[config.mk]
export PLATFORM = sky130hd
export DESIGN_NAME = debounce_filter
export DESIGN_NICKNAME = d
export VERILOG_FILES = /design/src/rtl/debounce_filter.sv
export SDC_FILE = /design/constraint.sdc
export NUM_CORES = 1
export LEC_CHECK = 0
export CORE_AREA = 2 2 39 41
export CTS_CLUSTER_DIAMETER = 100
export CTS_CLUSTER_SIZE = 40
export DETAILED_ROUTE_END_ITERATION = 7
export DIE_AREA = 0 0 41 43
export PLACE_DENSITY_LB_ADDON = 0.25
export SETUP_SLACK_MARGIN = 0.4
export SKIP_LAST_GASP = 1
export SYNTH_ARGS = -nofsm -noshare
export SYNTH_HDL_FRONTEND = slang
export SYNTH_SLANG_ARGS = --single-unit
export TNS_END_PERCENT = 10
[constraint.sdc]
create_clock -name clk -period 1.1 [get_ports clk]
set_clock_uncertainty 0.15 [all_clocks]
set_input_delay 0.11 -clock clk [delete_from_list [all_inputs] [get_ports clk]]
set_output_delay 0.11 -clock clk [all_outputs]
set_load 0.1 [all_outputs]
[src/rtl/debounce_filter.sv]
// debounce_filter: per-bit glitch filter for slow, already-synchronised inputs.
// A bit's output level flips only after its input has disagreed with it for
// HOLD consecutive qualifying ticks; rise/fall strobe for one cycle on a flip.
module debounce_filter #(
    parameter int unsigned    W       = 1,
    parameter int unsigned    HOLD    = 16,
    parameter logic [W-1:0]   RST_VAL = '0
) (
    input  logic         clk,
    input  logic         rst,
    input  logic         tick,
    input  logic [W-1:0] d,
    output logic [W-1:0] q,
    output logic [W-1:0] rise,
    output logic [W-1:0] fall
);

    localparam int unsigned     CW      = (HOLD > 1) ? $clog2(HOLD) : 1;
    localparam logic [CW-1:0]   CNT_MAX = CW'(HOLD - 1);

    typedef enum logic {
        ST_STABLE  = 1'b0,
        ST_PENDING = 1'b1
    } chan_state_e;

    chan_state_e   st      [W];
    logic [CW-1:0] cnt_q   [W];
    logic [CW-1:0] cnt_d   [W];
    logic [W-1:0]  q_q,    q_d;
    logic [W-1:0]  rise_q, rise_d;
    logic [W-1:0]  fall_q, fall_d;

    // Per-channel next state: count mismatched ticks, flip on the HOLD-th one.
    always_comb begin
        q_d    = q_q;
        rise_d = '0;
        fall_d = '0;
        for (int unsigned i = 0; i < W; i++) begin
            cnt_d[i] = '0;
            st[i]    = (d[i] != q_q[i]) ? ST_PENDING : ST_STABLE;
            if (st[i] == ST_PENDING) begin
                if (!tick) begin
                    cnt_d[i] = cnt_q[i];
                end else if (cnt_q[i] != CNT_MAX) begin
                    cnt_d[i] = cnt_q[i] + 1'b1;
                end else begin
                    // Pending implies d != q, so the new level alone gives the direction.
                    q_d[i]    = d[i];
                    rise_d[i] = d[i];
                    fall_d[i] = ~d[i];
                end
            end
        end
    end

    // State register with synchronous reset overriding any flip on the same edge.
    always_ff @(posedge clk) begin
        if (rst) begin
            q_q    <= RST_VAL;
            rise_q <= '0;
            fall_q <= '0;
            for (int unsigned i = 0; i < W; i++) begin
                cnt_q[i] <= '0;
            end
        end else begin
            q_q    <= q_d;
            rise_q <= rise_d;
            fall_q <= fall_d;
            for (int unsigned i = 0; i < W; i++) begin
                cnt_q[i] <= cnt_d[i];
            end
        end
    end

    assign q    = q_q;
    assign rise = rise_q;
    assign fall = fall_q;

endmodule
== After elaboration in Yosys (flattened, before gate mapping) ==
Memories as Yosys holds them, arrays and structs flattened.
Cells that the tools add are included.

* Flip-flop bits (word level): 3
* Memory bits (writable): 4
* Bits of input ports: 4
* Output and inout port bits: 3
* Memories: 1

{| class="wikitable"
|+ Memories
! name !! depth !! width !! rd ports !! clocked after Yosys merged registers in !! write ports !! RTL line !! text
|-
| cnt_q || 1 || 4 || 1 || 0 || 1 || 27 || <nowiki>logic [CW-1:0] cnt_q [W];</nowiki>
|}

* Add/sub/neg operators: 1
* Equality and inequality tests: 2
* Mux-type cells: 9
* Bitwise gates (word level): 4
* Reductions and logical operators: 3

{| class="wikitable"
|+ Operators by type and width
! cell !! count
|-
| 4-bit 2-to-1 mux || 4
|-
| 4-bit OR reduction || 2
|-
| 1-bit 2-to-1 mux || 5
|-
| 4-bit by 1-bit adder with 4-bit output, second input constant || 1
|-
| 4-bit inequality test, second input constant || 1
|-
| 1-bit NOT || 4
|-
| 3-bit AND reduction || 1
|-
| 1-bit inequality test || 1
|}

== Longest topological paths before layout ==
Gate-level depths: netlist of the first run.

* Depth in word-level cells: 5
* Mapped depth: 4

== Least setup slack after synthesis of the first run ==
Ideal clock, no wire load.

* Kind: reg2reg
* Start: reg q_q, in the netlist q
* End: mem cnt_q[0][0] (netlist bit)
* Library setup time: 116 ps
* Arrival: 1396 ps
* Required time: 834 ps
* Setup slack: -561 ps
* Cell stages (with the launch flop): 4
* Clock period less this slack: 1661 ps
* Cell sequence: dfxtp_1 nand2b_1 a21oi_1 and3_1

* Word-level cells in the longest chain between the ends: 4

{| class="wikitable"
|+ Ends and longest elaborated chain
! item !! RTL line !! text
|-
| from (decl) || 29 || <nowiki>logic [W-1:0] q_q, q_d;</nowiki>
|-
| from (signal assigned) || 66 || <nowiki>q_q <= q_d;</nowiki>
|-
| 1-bit inequality test || 40 || <nowiki>st[i] = (d[i] != q_q[i]) ? ST_PENDING : ST_STABLE;</nowiki>
|-
| 1-bit 2-to-1 mux || 40 ||
|-
| 4-bit 2-to-1 mux || 41 || <nowiki>if (st[i] == ST_PENDING) begin</nowiki>
|-
| 4-bit 2-to-1 mux (no source line) || -- ||
|-
| to (decl) || 27 ||
|}

No other way between the ends.

== Worst setup path in the final report of the first run ==
* Start: mem cnt_q[0][0] (netlist bit)
* End: reg q_q, in the netlist q

* Word-level cells in the longest chain between the ends: 4

{| class="wikitable"
|+ Ends and longest elaborated chain
! item !! RTL line !! text
|-
| memory read 1 x 4 bit || -- ||
|-
| 4-bit inequality test || 44 || <nowiki>end else if (cnt_q[i] != CNT_MAX) begin</nowiki>
|-
| 1-bit NOT (no source line) || -- ||
|-
| 3-bit AND reduction (no source line) || -- ||
|}

No other way between the ends.
A chain may end at the register's enable or synchronous reset.

==> results of run 1 <==
layout make-up:
type                       instances  area, µm²  area share [%]
clock buffer                       4       26.3            5.25
multi-input combinational         20        173            34.5
sequential                         7        155            31.0
tap                               16       20.0            4.00
timing repair buffer              10        126            25.2
metal layers:
| layer | share of wire (%) | vias to the layer above |
|---|---|---|
| met1 | 38 | 109 |
| met3 | 5.0 | 2 |
| met5 | 0 | - |
| li1 | - | 125 |
| met2 | 54 | 6 |
| met4 | 2.3 | 0 |
layout by cell type, fill, tap and decap left out, drive strengths merged:
cell type,n
nand2,1
dlymetal6s2s,1
a21oi,1
xnor2,1
dfxtp,7
xor2,2
buf,7
clkbuf,4
and3,2
ha,1
nand2b,2
clkdlybuf4s50,2
mux2i,2
nor2,3
nor3,2
nand4,2
a21o,1
path summary, 6_finish.rpt:
check / endpoint / startpoint / slack (ps) / cells past startpoint
max: q / cnt_q[0][0] / -20 / 4
min: fall / tick / 180 / 4
max reg2reg: q / cnt_q[0][0] / -20 / 4
min reg2reg: cnt_q[0][2] / cnt_q[0][2] / 400 / 2
critical path: cells and delay by family (launching register included):
kind / cells / cell delay, ps
simple gates: 2 / 160
mux: 1 / 190
flops: 1 / 360
fa+ha+maj: 1 / 170
timing repair:
action	CTS	global route
cloned	0	0
gates resized for setup	6	4
setup buffers	1	0
pin swaps	4	3
hold buffers	0	0
endpoints found under the hold margin	0	0
endpoints found under the setup margin	10	10
per-stage QoR:
step / instances / utilization [%] / worst slack (ps) / instance area, µm² / power [W]
2_1_floorplan: 27 / - / -60.0 / 298 / 0.000275
3_3_place_gp: 52 / 31.1 / -231 / 430 / 0.000300
3_5_place_dp: 52 / 31.1 / -249 / 430 / 0.000301
4_1_cts: 57 / 35.4 / -32.3 / 490 / 0.000544
5_1_grt: 57 / 36.2 / -62.1 / 500 / 0.000557
6_report: 57 / 36.2 / -23.9 / 500 / 0.000534
power by group:
part,internal (W),switching [W]
sequential,0.000251,0.00000350
clock,0.000139,0.000100
combinational,0.0000245,0.0000168
kinds of logic (layout without fill, tap and decap cells):
group | count (synthesis) | in the layout
DFF | 7 | 7
buffers and inverters | 0 | 14
AOI/OAI and AO/OA | 2 | 2
and+or+nand+nor | 12 | 12
muxes | 2 | 2
adders and majority gates | 1 | 1
xor gates and xnor gates | 3 | 3
flip-flops by register name, indices dropped and copies added (netlist names):
register,count
fall,1
cnt_q,4
rise,1
q,1
==> results.json, run 1 <==
{
  "cap_violations": 0,
  "die_x_um": 41,
  "grt_pass1_wl_um": 890,
  "max_freq_mhz": 890,
  "grt_overflow": 0,
  "first_pass_iters": 3,
  "violations": "negative setup slack",
  "yosys_register_bits": 7,
  "drc": 0,
  "finalCritPeriodShare_pct": 102,
  "fp.coreArea_um2": 1380,
  "synth_area_um2": 280,
  "final_nets": 47,
  "die_area_um2": 1760,
  "antenna_found_initial": 0,
  "synth_top_family_by_area": "simple AND/OR/NAND/NOR gates",
  "post-route-worst-setup-slack_ps": -23.9,
  "gr-usage-met2_pct": 12.2,
  "path_clk_slew_ps": 60,
  "drtIter0Drc": 4,
  "start_util_pct": 20.3,
  "use_met1_pct": 7.77,
  "synth_warnings": 0,
  "slew_headroom_pct": 84.2,
  "holdCritPathClass": "in2reg",
  "synth_edf_count": 0,
  "period_needed_ps": 1120,
  "viasPerCell": 4.25,
  "io_buffers": 6,
  "synthMuxAreaShare_pct": 7.14,
  "clock_latency_ps": 250,
  "critPathLaunchType": "flop",
  "row_count": 14,
  "synthTopCellsByCount": "7 x dfxtp_1, 3 x nor2_1",
  "critPathSlowestCell": "dfxtp_4",
  "synthXorXnorAreaFrac_pct": 9.38,
  "ys_seq_area_share_pct": 50.0,
  "hpwl_um": 407,
  "ys_types": 14,
  "crit_required_ps": 1090,
  "synthSimpleGateAreaFrac_pct": 24.6,
  "drive_above_1_share_pct": 48.8,
  "synthAdderAreaFrac_pct": 4.46,
  "cts.sinks": 7,
  "synthFlopType": "dfxtp_1",
  "wl_um": 562,
  "busiest_layer": "met2",
  "synthArstFlopShare_pct": 0,
  "synth_area_leaders": "dfxtp_1 50%, mux2i_1 7.1%, xor2_1 6.3%",
  "synth-compound-area-share_pct": 4.46,
  "syn_to_final_growth_pct": 78.6,
  "ant_nets": 0,
  "io_pins": 7,
  "critical_path_class": "reg2reg",
  "diodes": 0,
  "finalSetupTns_ps": -66.7,
  "synth_top_cell_by_area": "dfxtp_1",
  "syn_nets": 32,
  "gp_congestion": 0.707,
  "yosys.cell_count.top_type": "dfxtp_1",
  "synth.top_cell.area_share_pct": 50.0,
  "synthCells": 27,
  "cts-root-buf": "clkbuf_4",
  "slew_violations": 0,
  "leakage_nw": 0.213,
  "routedWlPerCell_um": 9.86,
  "max_stage_delay_ps": 360,
  "status": "complete, but fails checks",
  "ir_drop_mv": 0.402,
  "setup_violations": 3,
  "hold_viol_final": 0,
  "grt_pass1_vias": 237,
  "cts_buffer_depth": 2,
  "path_cells": "ha_4 -> nand4_4 -> mux2i_1 -> nor2_1",
  "cts_buffers": 3,
  "die_y_um": 43,
  "grt_max_degree": 6,
  "htreeDepth": 1,
  "cp_max_fo": 4,
  "grt_use_met3_pct": 3.14,
  "cts_tree": "yes",
  "track_usage_pct": 8.15,
  "vias": 242,
  "synth_area_per_cell_um2": 10.4,
  "tightest_slew_ps": 236,
  "cp-end-kind": "flop",
  "rsz0062_at_grt": "true",
  "timing.hold.ws_ps": 177,
  "cp.arrival_ps": 1110,
  "n_fill_cell": 140,
  "power_density_nw_per_um2": 1070
}
No activity file was read; power rests on OpenSTA's default activity.
==> inputs of run 2 (changes only) <==
==> constraint.sdc (replaced) <==
create_clock -name clk -period 1.03 [get_ports clk]
set_clock_uncertainty 0.15 [all_clocks]
set_input_delay 0.103 -clock clk [delete_from_list [all_inputs] [get_ports clk]]
set_output_delay 0.103 -clock clk [all_outputs]
set_load 0.1 [all_outputs]
==> results.json, run 2 (same netlist as run 1, synthesis figures left out) <==
{
  "die_area_um2": 1760,
  "placed_area_um2": 430,
  "routedWlPerCell_um": 10.9,
  "r2r_slack_ps": -80,
  "max_freq_mhz": 903,
  "syn_to_final_growth_pct": 87.1,
  "cts_buffers": 3,
  "cap_violations": 0,
  "antenna_found_initial": 0,
  "cp_max_fo": 4,
  "wl_um": 644,
  "use_met1_pct": 10.1,
  "first_pass_iters": 4,
  "grt_overflow": 0,
  "drc": 0,
  "hpwl_um": 439,
  "top_register": "cnt_q",
  "slew_headroom_pct": 84.6,
  "crit_required_ps": 1020,
  "io_buffers": 6,
  "cts_buffer_depth": 2,
  "status": "complete, but fails checks",
  "track_usage_pct": 9.67,
  "setup_violations": 8,
  "cts.sinks": 7,
  "io_pins": 7,
  "power_frac_seq_pct": 47.6,
  "largest_register_ffs": 4,
  "switching_share_pct": 22.5,
  "fp.coreArea_um2": 1380,
  "die_x_um": 41,
  "final_nets": 49,
  "drtIter0Drc": 9,
  "cell_internal_pwr_w": 0.000446,
  "regArea_um2": 151,
  "post-route-worst-setup-slack_ps": -78.0,
  "multi_input_area_um2": 185,
  "hold_viol_final": 0,
  "power_density_nw_per_um2": 1100,
  "grt_pass1_wl_mm": 1.04,
  "cts-root-buf": "clkbuf_4",
  "leakage_nw": 0.239,
  "design_area_um2": 524,
  "rsz0062_at_grt": "true",
  "row_count": 14,
  "busiest_layer": "met2",
  "critPathLaunchType": "flop",
  "grt_pass1_vias": 256,
  "switching_power_w": 0.000129,
  "final_common_cell": "buf_4",
  "critical_path_class": "reg2reg",
  "p_clk_share_pct": 43.9,
  "gr-usage-met2_pct": 13.8,
  "grt_use_met3_pct": 4.71,
  "n_fill_cell": 137,
  "mostFrequentLayoutCells": "5 x buf_4, 3 x nor2_1, 3 x clkbuf_4, 3 x dfxtp_2, 3 x buf_12",
  "viasPerCell": 4.36,
  "start_util_pct": 20.3,
  "comb_power_share_pct": 8.5,
  "tightest_slew_ps": 231,
  "path_clk_slew_ps": 60,
  "cp-end-kind": "flop",
  "gp_congestion": 0.760,
  "slew_violations": 0,
  "drive_above_1_share_pct": 53.5,
  "grt_max_degree": 6,
  "clock_latency_ps": 250,
  "htreeDepth": 1,
  "holdCritPathClass": "in2reg",
  "cts_tree": "yes",
  "cp.arrival_ps": 1100,
  "vias": 257,
  "ir_drop_mv": 0.530,
  "ant_nets": 0,
  "place_ws_ps": -319,
  "finalCritPeriodShare_pct": 108,
  "period_needed_ps": 1110,
  "violations": "negative setup slack",
  "diodes": 0,
  "die_y_um": 43
}
run 2: power by group through the flow:
stage | sequential [W] | combinational [W] | clock [W]
3_5_place_dp | 0.000280 | 0.0000398 | 0
4_1_cts | 0.000274 | 0.0000463 | 0.000263
2_1_floorplan | 0.000279 | 0.0000147 | 0
3_3_place_gp | 0.000279 | 0.0000380 | 0
5_1_grt | 0.000274 | 0.0000524 | 0.000284
6_report | 0.000274 | 0.0000488 | 0.000253
run 2: final timing paths:
| path | start | cells past startpoint | endpoint |
|---|---|---|---|
| max | cnt_q[0][0] | 4 | q |
| min | tick | 4 | cnt_q[0][2] |
| max reg2reg | cnt_q[0][0] | 4 | q |
| min reg2reg | q | 2 | fall |
run 2: final cells by class:
cell class / instances / area share [%]
Multi-Input combinational cell: 20 / 35.3
Tap cell: 16 / 3.82
Timing Repair Buffer: 12 / 27.0
Sequential cell: 7 / 28.9
Clock buffer: 4 / 5.01
run 2: metal layers:
layer | part of all wire (%) | wire length, µm | vias up
met3 | 5.9 | 38 | 2
met5 | 0 | 0 | -
met4 | 1.2 | 8 | 0
met1 | 39 | 252 | 117
li1 | - | - | 129
met2 | 54 | 345 | 9
run 2: critical path, cell delays in order, from the launching register on:
cell and delay (ps):
dfxtp_4 360, ha_4 170, nand4_4 70, mux2i_1 190
nor2_1 50
run 2: timing repair:
action / 4_1_cts / 5_1_grt
resized for setup: 7 / 3
pin swaps: 3 / 2
hold buffers: 0 / 0
buffers inserted: 3 / 0
endpoints found under the setup margin: 10 / 10
endpoints found under the hold margin: 0 / 0
run 2: per-stage QoR:
stage	hold WS (ps)	setup TNS (ps)	utilization [%]	total power, W	std cells
6_report	189	-398	37.9	0.000576	59
5_1_grt	198	-695	37.9	0.000610	59
4_1_cts	352	-426	36.8	0.000583	59
3_5_place_dp	396	-1790	31.1	0.000319	52
3_3_place_gp	383	-1620	31.1	0.000317	52
2_1_floorplan	15.7	-623	-	0.000294	27
